**src/rtl/dmem_port_arbiter.sv**
```systemverilog
// Data-memory port arbiter: shares one fixed-latency memory port between the
// pipeline MEM stage (CPU, fixed priority) and a DMA/loader master. Each access
// holds the port for MEM_LAT cycles, then acks the owner for one cycle.
// A starvation counter forces the DMA through after STARVE_LIMIT consecutive
// CPU grants made while the DMA was waiting.
module dmem_port_arbiter #(
    parameter int ADDR_W       = 32,
    parameter int DATA_W       = 32,
    parameter int MEM_LAT      = 2,
    parameter int STARVE_LIMIT = 4
) (
    input  logic              clk_i,
    input  logic              rst_i,
    input  logic              cpu_req_i,
    input  logic              cpu_we_i,
    input  logic [ADDR_W-1:0] cpu_addr_i,
    input  logic [DATA_W-1:0] cpu_wdata_i,
    output logic [DATA_W-1:0] cpu_rdata_o,
    output logic              cpu_ack_o,
    output logic              cpu_stall_o,
    input  logic              dma_req_i,
    input  logic              dma_we_i,
    input  logic [ADDR_W-1:0] dma_addr_i,
    input  logic [DATA_W-1:0] dma_wdata_i,
    output logic [DATA_W-1:0] dma_rdata_o,
    output logic              dma_ack_o,
    output logic              mem_en_o,
    output logic              mem_we_o,
    output logic [ADDR_W-1:0] mem_addr_o,
    output logic [DATA_W-1:0] mem_wdata_o,
    input  logic [DATA_W-1:0] mem_rdata_i
);

    localparam int CNT_W = $clog2(STARVE_LIMIT + 1);
    localparam int LAT_W = (MEM_LAT > 1) ? $clog2(MEM_LAT) : 1;

    typedef enum logic [1:0] {
        IDLE,
        BUSY,
        RESP
    } state_t;

    state_t            state_q, state_d;
    logic [LAT_W-1:0]  lat_q, lat_d;
    logic [CNT_W-1:0]  starve_q, starve_d;
    logic              owner_q, owner_d;        // 1 = DMA owns the port
    logic              grant_cpu, grant_dma;
    logic              mem_en_d, mem_we_d;
    logic [ADDR_W-1:0] mem_addr_d;
    logic [DATA_W-1:0] mem_wdata_d;
    logic              cpu_ack_d, dma_ack_d;
    logic [DATA_W-1:0] cpu_rdata_d, dma_rdata_d;

    // Stall is forced low while reset is asserted so the pipeline never sees a
    // stall from a request that the arbiter cannot yet service.
    assign cpu_stall_o = cpu_req_i & ~cpu_ack_o & rst_i;

    // State register and registered outputs.
    always_ff @(posedge clk_i or negedge rst_i) begin
        if (!rst_i) begin
            state_q     <= IDLE;
            lat_q       <= '0;
            starve_q    <= '0;
            owner_q     <= 1'b0;
            mem_en_o    <= 1'b0;
            mem_we_o    <= 1'b0;
            mem_addr_o  <= '0;
            mem_wdata_o <= '0;
            cpu_ack_o   <= 1'b0;
            dma_ack_o   <= 1'b0;
            cpu_rdata_o <= '0;
            dma_rdata_o <= '0;
        end else begin
            state_q     <= state_d;
            lat_q       <= lat_d;
            starve_q    <= starve_d;
            owner_q     <= owner_d;
            mem_en_o    <= mem_en_d;
            mem_we_o    <= mem_we_d;
            mem_addr_o  <= mem_addr_d;
            mem_wdata_o <= mem_wdata_d;
            cpu_ack_o   <= cpu_ack_d;
            dma_ack_o   <= dma_ack_d;
            cpu_rdata_o <= cpu_rdata_d;
            dma_rdata_o <= dma_rdata_d;
        end
    end

    // Arbitration, access sequencing and next values of the registered outputs.
    always_comb begin
        state_d     = state_q;
        lat_d       = lat_q;
        starve_d    = starve_q;
        owner_d     = owner_q;
        grant_cpu   = 1'b0;
        grant_dma   = 1'b0;
        mem_en_d    = mem_en_o;
        mem_we_d    = mem_we_o;
        mem_addr_d  = mem_addr_o;
        mem_wdata_d = mem_wdata_o;
        cpu_ack_d   = 1'b0;
        dma_ack_d   = 1'b0;
        cpu_rdata_d = cpu_rdata_o;
        dma_rdata_d = dma_rdata_o;

        unique case (state_q)
            IDLE: begin
                if (dma_req_i && (starve_q == CNT_W'(STARVE_LIMIT))) begin
                    grant_dma = 1'b1;
                end else if (cpu_req_i) begin
                    grant_cpu = 1'b1;
                end else if (dma_req_i) begin
                    grant_dma = 1'b1;
                end

                if (grant_cpu) begin
                    owner_d     = 1'b0;
                    mem_we_d    = cpu_we_i;
                    mem_addr_d  = cpu_addr_i;
                    mem_wdata_d = cpu_wdata_i;
                    if (!dma_req_i) begin
                        starve_d = '0;
                    end else if (starve_q != CNT_W'(STARVE_LIMIT)) begin
                        starve_d = starve_q + 1'b1;
                    end
                end

                if (grant_dma) begin
                    owner_d     = 1'b1;
                    mem_we_d    = dma_we_i;
                    mem_addr_d  = dma_addr_i;
                    mem_wdata_d = dma_wdata_i;
                    starve_d    = '0;
                end

                if (grant_cpu || grant_dma) begin
                    state_d  = BUSY;
                    lat_d    = '0;
                    mem_en_d = 1'b1;
                end
            end

            BUSY: begin
                if (lat_q == LAT_W'(MEM_LAT - 1)) begin
                    // mem_we_o still carries the latched write flag here; a
                    // write leaves the owner's read data untouched.
                    state_d  = RESP;
                    mem_en_d = 1'b0;
                    mem_we_d = 1'b0;
                    if (owner_q) begin
                        dma_ack_d = 1'b1;
                        if (!mem_we_o) dma_rdata_d = mem_rdata_i;
                    end else begin
                        cpu_ack_d = 1'b1;
                        if (!mem_we_o) cpu_rdata_d = mem_rdata_i;
                    end
                end else begin
                    lat_d = lat_q + 1'b1;
                end
            end

            RESP: begin
                state_d = IDLE;
            end

            default: begin
                state_d = IDLE;
            end
        endcase
    end

endmodule
```
**config.mk**
```make
export PLATFORM = sky130hd
export DESIGN_NAME = dmem_port_arbiter
export DESIGN_NICKNAME = d
export VERILOG_FILES = /design/src/rtl/dmem_port_arbiter.sv
export SDC_FILE = /design/constraint.sdc
export NUM_CORES = 1
export LEC_CHECK = 0
export CORE_AREA = 2 2 122 124
export CTS_CLUSTER_SIZE = 24
export DETAILED_ROUTE_END_ITERATION = 10
export DIE_AREA = 0 0 124 126
export PLACE_DENSITY = 0.85
export SLEW_MARGIN = 30
export SYNTH_ARGS = -nofsm -noshare
export SYNTH_HDL_FRONTEND = slang
export SYNTH_SLANG_ARGS = --single-unit
```
**constraint.sdc**
```tcl
create_clock -name clk_i -period 5.1 [get_ports clk_i]
set_input_delay 1.53 -clock clk_i [delete_from_list [all_inputs] [get_ports clk_i]]
set_output_delay 1.53 -clock clk_i [all_outputs]
set_load 0.03 [all_outputs]
```
---- Word level (Yosys, flattened, before mapping) ----
Cells that the tools add are included.
word-level totals
  flip-flop bits (word level) ............. 139
  bits of input ports ..................... 166
  output and inout port bits .............. 133
  logic and storage cells ................. 74
operators by class
  add/subtract/negate cells ............... 2
  eq/ne operators ......................... 7
  mux-type cells .......................... 35
  bitwise operators ....................... 5
  reductions and logical operators ........ 13
operators by type and width
  kind                                                                    number
  32-bit two-way mux                                                      4
  1-bit two-way mux                                                       21
  3-bit two-way mux                                                       4
  3-bit AND reduction                                                     3
  4-bit AND reduction                                                     2
  3-bit != test (second input constant)                                   2
  1-bit one-hot mux with 2 select lines                                   3
  2-bit AND reduction                                                     3
  2-bit two-way mux                                                       2
  2-bit != test (second input constant)                                   2
  2-bit one-hot mux with 2 select lines                                   1
  2-bit nonzero test                                                      2
  3-bit by 1-bit adder with 3-bit output (second input constant)          1
  3-bit equality test (second input constant)                             1
  3-bit by 1-bit != test with 1-bit output (second input constant)        1
  1-bit NOT                                                               3
  1-bit bitwise AND                                                       2
  2-bit by 1-bit equality test with 1-bit output (second input constant)  1
  2-bit zero test                                                         1
  1-bit adder (second input constant)                                     1
  1-bit logical AND                                                       1
  1-bit logical OR                                                        1

---- Longest topological paths before layout ----
  depth after elaboration ................. 7
  gate-level depth with buffers ........... 7
  depth with buffers taken out ............ 5

---- Worst setup path after synthesis ----
OpenSTA, ideal clock, no wires.
  path kind ............................... input -> output
  start ................................... input cpu_req_i
  end ..................................... output cpu_stall_o
  data arrival time ....................... 1.855 ns
  data required time ...................... 3.570 ns
  slack ................................... 1.715 ns
  stages on the path ...................... 1
  buffers on the path ..................... 0
  cell sequence ........................... and3b_1
on the way
  longest elaborated chain between the ends .. 2
ends and longest elaborated chain
  item                            line  text
  start: declaration              14    input logic cpu_req_i,
  1-bit bitwise AND (2 in a row)  56    assign cpu_stall_o = cpu_req_i & ~cpu_ack_o & rst_i;
  end: declaration                20    output logic cpu_stall_o,
Every way passes these cells.

---- Worst setup path after layout ----
Same ends and word-level chain as after synthesis.

==> metrics.log <==
INFO  metric run_status = complete, no violations
INFO  metric setup_total_negative_slack = 0 ps
INFO  metric finClkSkew = 8.77 ps
INFO  metric grt_pass1_wl = 31300 microns
INFO  metric synth_warnings = 0
INFO  metric place.gp.congestion = 0.793
INFO  metric max_slew_margin = 43.3%
INFO  metric fraction_of_synthesized_area_in_multiplexers = 13.6%
INFO  metric seq_total_area_yosys = 56.0%
INFO  metric finalMaxSlewViolations = 0
INFO  metric drive_above_1_share = 13.8%
INFO  metric tightestPinTransition = 851 ps
INFO  metric cts_tree = yes
INFO  metric avgRoutedWirePerCell = 19.6 microns
INFO  metric rows = 44
INFO  metric synth-async-reset-ratio = 100%
INFO  metric worst_setup_hold_path_clk_slew = 60 ps
INFO  metric post_synth_fa_ha_maj_area_fraction = 0.403%
INFO  metric p_total = 6.80 mW
INFO  metric num-fill-cells = 1063
INFO  metric area.growth.synth_to_final = 59.1%
INFO  metric core_area = 14300 sq um
INFO  metric yosys_register_bits = 139
INFO  metric power_leakage = 4.00 nW
INFO  metric worstPathRequired = 3570 ps
INFO  metric per_cell_via_count_in_the_routed_design = 5.55
INFO  metric rsz0062_at_grt = false
INFO  metric grt_start_max_net_pins = 65
INFO  metric synth_top_family_by_area = compound AO/OA/AOI/OAI gates
INFO  metric design_area = 9890 sq um
INFO  metric criticalPathCategory = in -> out
INFO  metric fin_crit_sh = 89.1%
INFO  metric total_of_max_cap_violations = 0
INFO  metric synth_edf_count = 0
INFO  metric post_synth_instance_area = 6220 sq um
INFO  metric placement.io_buffers = 298
INFO  metric synth-compound-area-share = 18.3%
INFO  metric hp-class = reg -> reg
INFO  metric root_buffer = sky130_fd_sc_hd__clkbuf_16
INFO  metric first_global_vias = 5846
INFO  metric finalHoldWorstSlack = 483 ps
INFO  metric final_antenna_net_count = 0
INFO  metric cts_sink_count = 139
INFO  metric synth.net_count = 729
INFO  metric critical_path.max_fanout = 7
INFO  metric cts_resized = 0
INFO  metric detail_route.wirelength = 20200 microns
INFO  metric initial_utilization = 43.4%
INFO  metric synth.lib_cells_used.distinct = 35
INFO  metric max_freq = 220 MHz
INFO  metric cp_data_arrival_time = 3010 ps
INFO  metric post_synth_inst_count = 561
INFO  metric grt.total_usage = 26.2%
INFO  metric dr_total_vias = 5714
INFO  metric placed_area = 9300 sq um
INFO  metric powerDensity = 688 nW/um^2
INFO  metric drt_drc_violations_left = 0
INFO  metric design.final.nets = 1001
INFO  metric x_dimension_of_the_die = 124 microns
INFO  metric number_of_non_filler_instances_in_the_completed_layout = 1030
INFO  metric clk-insertion-delay-late = 410 ps
INFO  metric antennaDiodeCount = 0
INFO  metric cts-buffers-inserted = 17
INFO  metric synth_area_per_cell = 11.1 sq um
INFO  metric ir_drop = 0.295 mV
INFO  metric die_area = 15600 sq um
INFO  metric synth-xor-area-share = 0%
INFO  metric detailedRoute.firstPassIterationCount = 4
INFO  metric grt_antenna_before_repair = 0
INFO  metric htreeDepth = 4
INFO  metric synthSimpleGateAreaFrac = 7.25%
INFO  metric design.portCount = 299
INFO  metric drtIter0Drc = 388
INFO  metric globalRouteOverflowTotal = 0
INFO  metric ctsHoldBuffers = 0
INFO  metric cts_setup_buffers = 0
INFO  metric nature_of_the_critical_path_startpoint = primary input
INFO  metric crit_path_end_kind = output port
INFO  metric dp_cells = 998
INFO  metric die_height = 126 microns
INFO  metric period_needed = 4540 ps
INFO  metric clk_path_buf_depth = 2
INFO  metric postSynth.topFlopCell = sky130_fd_sc_hd__dfrtp_1
INFO  metric hpwlAfterDp = 13900 microns
INFO  metric timing.final.setup_violations = 0
INFO  metric final_hold_viol_count = 0
[per-stage QoR]
stage,setup slack (ps),utilization [%]
2_1_floorplan,1720,-
3_3_place_gp,587,64.9
3_5_place_dp,547,65.0
4_1_cts,554,69.1
5_1_grt,512,69.1
6_report,556,69.1
[metal layers]
| layer | up-vias | global-route usage [%] | share of wire (%) |
|---|---|---|---|
| met1 | 2742 | 30.0 | 37 |
| met5 | - | 0 | 0 |
| met3 | 50 | 9.19 | 10 |
| met4 | 0 | 11.1 | 3.2 |
| met2 | 301 | 44.2 | 50 |
| li1 | 2621 | - | - |
[kinds of logic (layout without fill, tap and decap cells)]
group           after synthesis  after routing
buf+inv                      64            349
simple gates                 86             86
mux                          65             65
compound gates              205            205
flops                       139            139
fa+ha+maj                     2              2
[path summary, 6_finish.rpt]
check                       startpoint         endpoint  slack (ps)  cells past startpoint
max                          cpu_req_i      cpu_stall_o         560                      3
min                           mem_en_o         mem_en_o         480                      2
max reg2reg                starve_q[0]   mem_addr_o[14]        2810                      6
min reg2reg                   mem_en_o         mem_en_o         480                      2
max in group asynchronous        rst_i   mem_wdata_o[2]        3100                      2
min in group asynchronous        rst_i  dma_rdata_o[22]         930                      1
[Yosys cell counts, types with 2 or more instances]
| cell | n | area (sq um) |
|---|---|---|
| sky130_fd_sc_hd__a21oi_1 | 65 | 325 |
| sky130_fd_sc_hd__a31oi_1 | 64 | 400 |
| sky130_fd_sc_hd__buf_1 | 6 | 22.5 |
| sky130_fd_sc_hd__buf_2 | 9 | 45.0 |
| sky130_fd_sc_hd__buf_6 | 4 | 45.0 |
| sky130_fd_sc_hd__clkbuf_1 | 38 | 143 |
| sky130_fd_sc_hd__dfrtp_1 | 139 | 3480 |
| sky130_fd_sc_hd__ha_1 | 2 | 25.0 |
| sky130_fd_sc_hd__inv_1 | 5 | 18.8 |
| sky130_fd_sc_hd__mux2_1 | 2 | 22.5 |
| sky130_fd_sc_hd__mux2_2 | 33 | 372 |
| sky130_fd_sc_hd__mux2_4 | 30 | 450 |
| sky130_fd_sc_hd__nand2_1 | 4 | 15.0 |
| sky130_fd_sc_hd__nand3_1 | 67 | 335 |
| sky130_fd_sc_hd__nor2_1 | 6 | 22.5 |
| sky130_fd_sc_hd__o21ai_0 | 68 | 340 |
[layout by cell type (no fill, tap or decap), drive strengths merged, types with 2 or more instances in the layout]
cell / n
clkinv: 4
o21ai: 68
mux2: 65
clkdlybuf4s50: 296
nor2: 6
a31oi: 64
bufinv: 2
a21oi: 65
ha: 2
nand3: 67
inv: 9
clkinvlp: 3
nand2: 4
dfrtp: 139
clkbuf: 20
buf: 15
nor3: 2
[worst max-delay path, cell delays in order]
cell                              delay (ps)
sky130_fd_sc_hd__clkdlybuf4s50_1         620
sky130_fd_sc_hd__and3b_1                 200
sky130_fd_sc_hd__clkdlybuf4s50_1         660
[flip-flops by register name, indices dropped and copies added, names as in the netlist]
signal       count
cpu_rdata_o     32
dma_ack_o        1
dma_rdata_o     32
owner_q          1
mem_addr_o      32
starve_q         3
mem_en_o         1
state_q          2
mem_we_o         1
cpu_ack_o        1
lat_q            1
mem_wdata_o     32
[layout make-up]
cell class              instances  area (sq um)  share of cell area [%]
flip-flops and latches        139          3480                    35.2
repair buffers                311          3080                    31.1
multi-input cells             358          2490                    25.2
clock buffers                  20           457                    4.62
well taps                     184           230                    2.33
clock inverters                12           136                    1.38
inverters                       6          22.5                   0.228
[power by group]
group / switching, mW / leakage [nW] / internal, mW / total [mW]
logic: 2.00 / 2.11 / 1.58 / 3.58
registers: 0.336 / 1.60 / 1.66 / 2.00
clock network: 0.475 / 0.284 / 0.751 / 1.23
(Power assumes the default switching activity.)
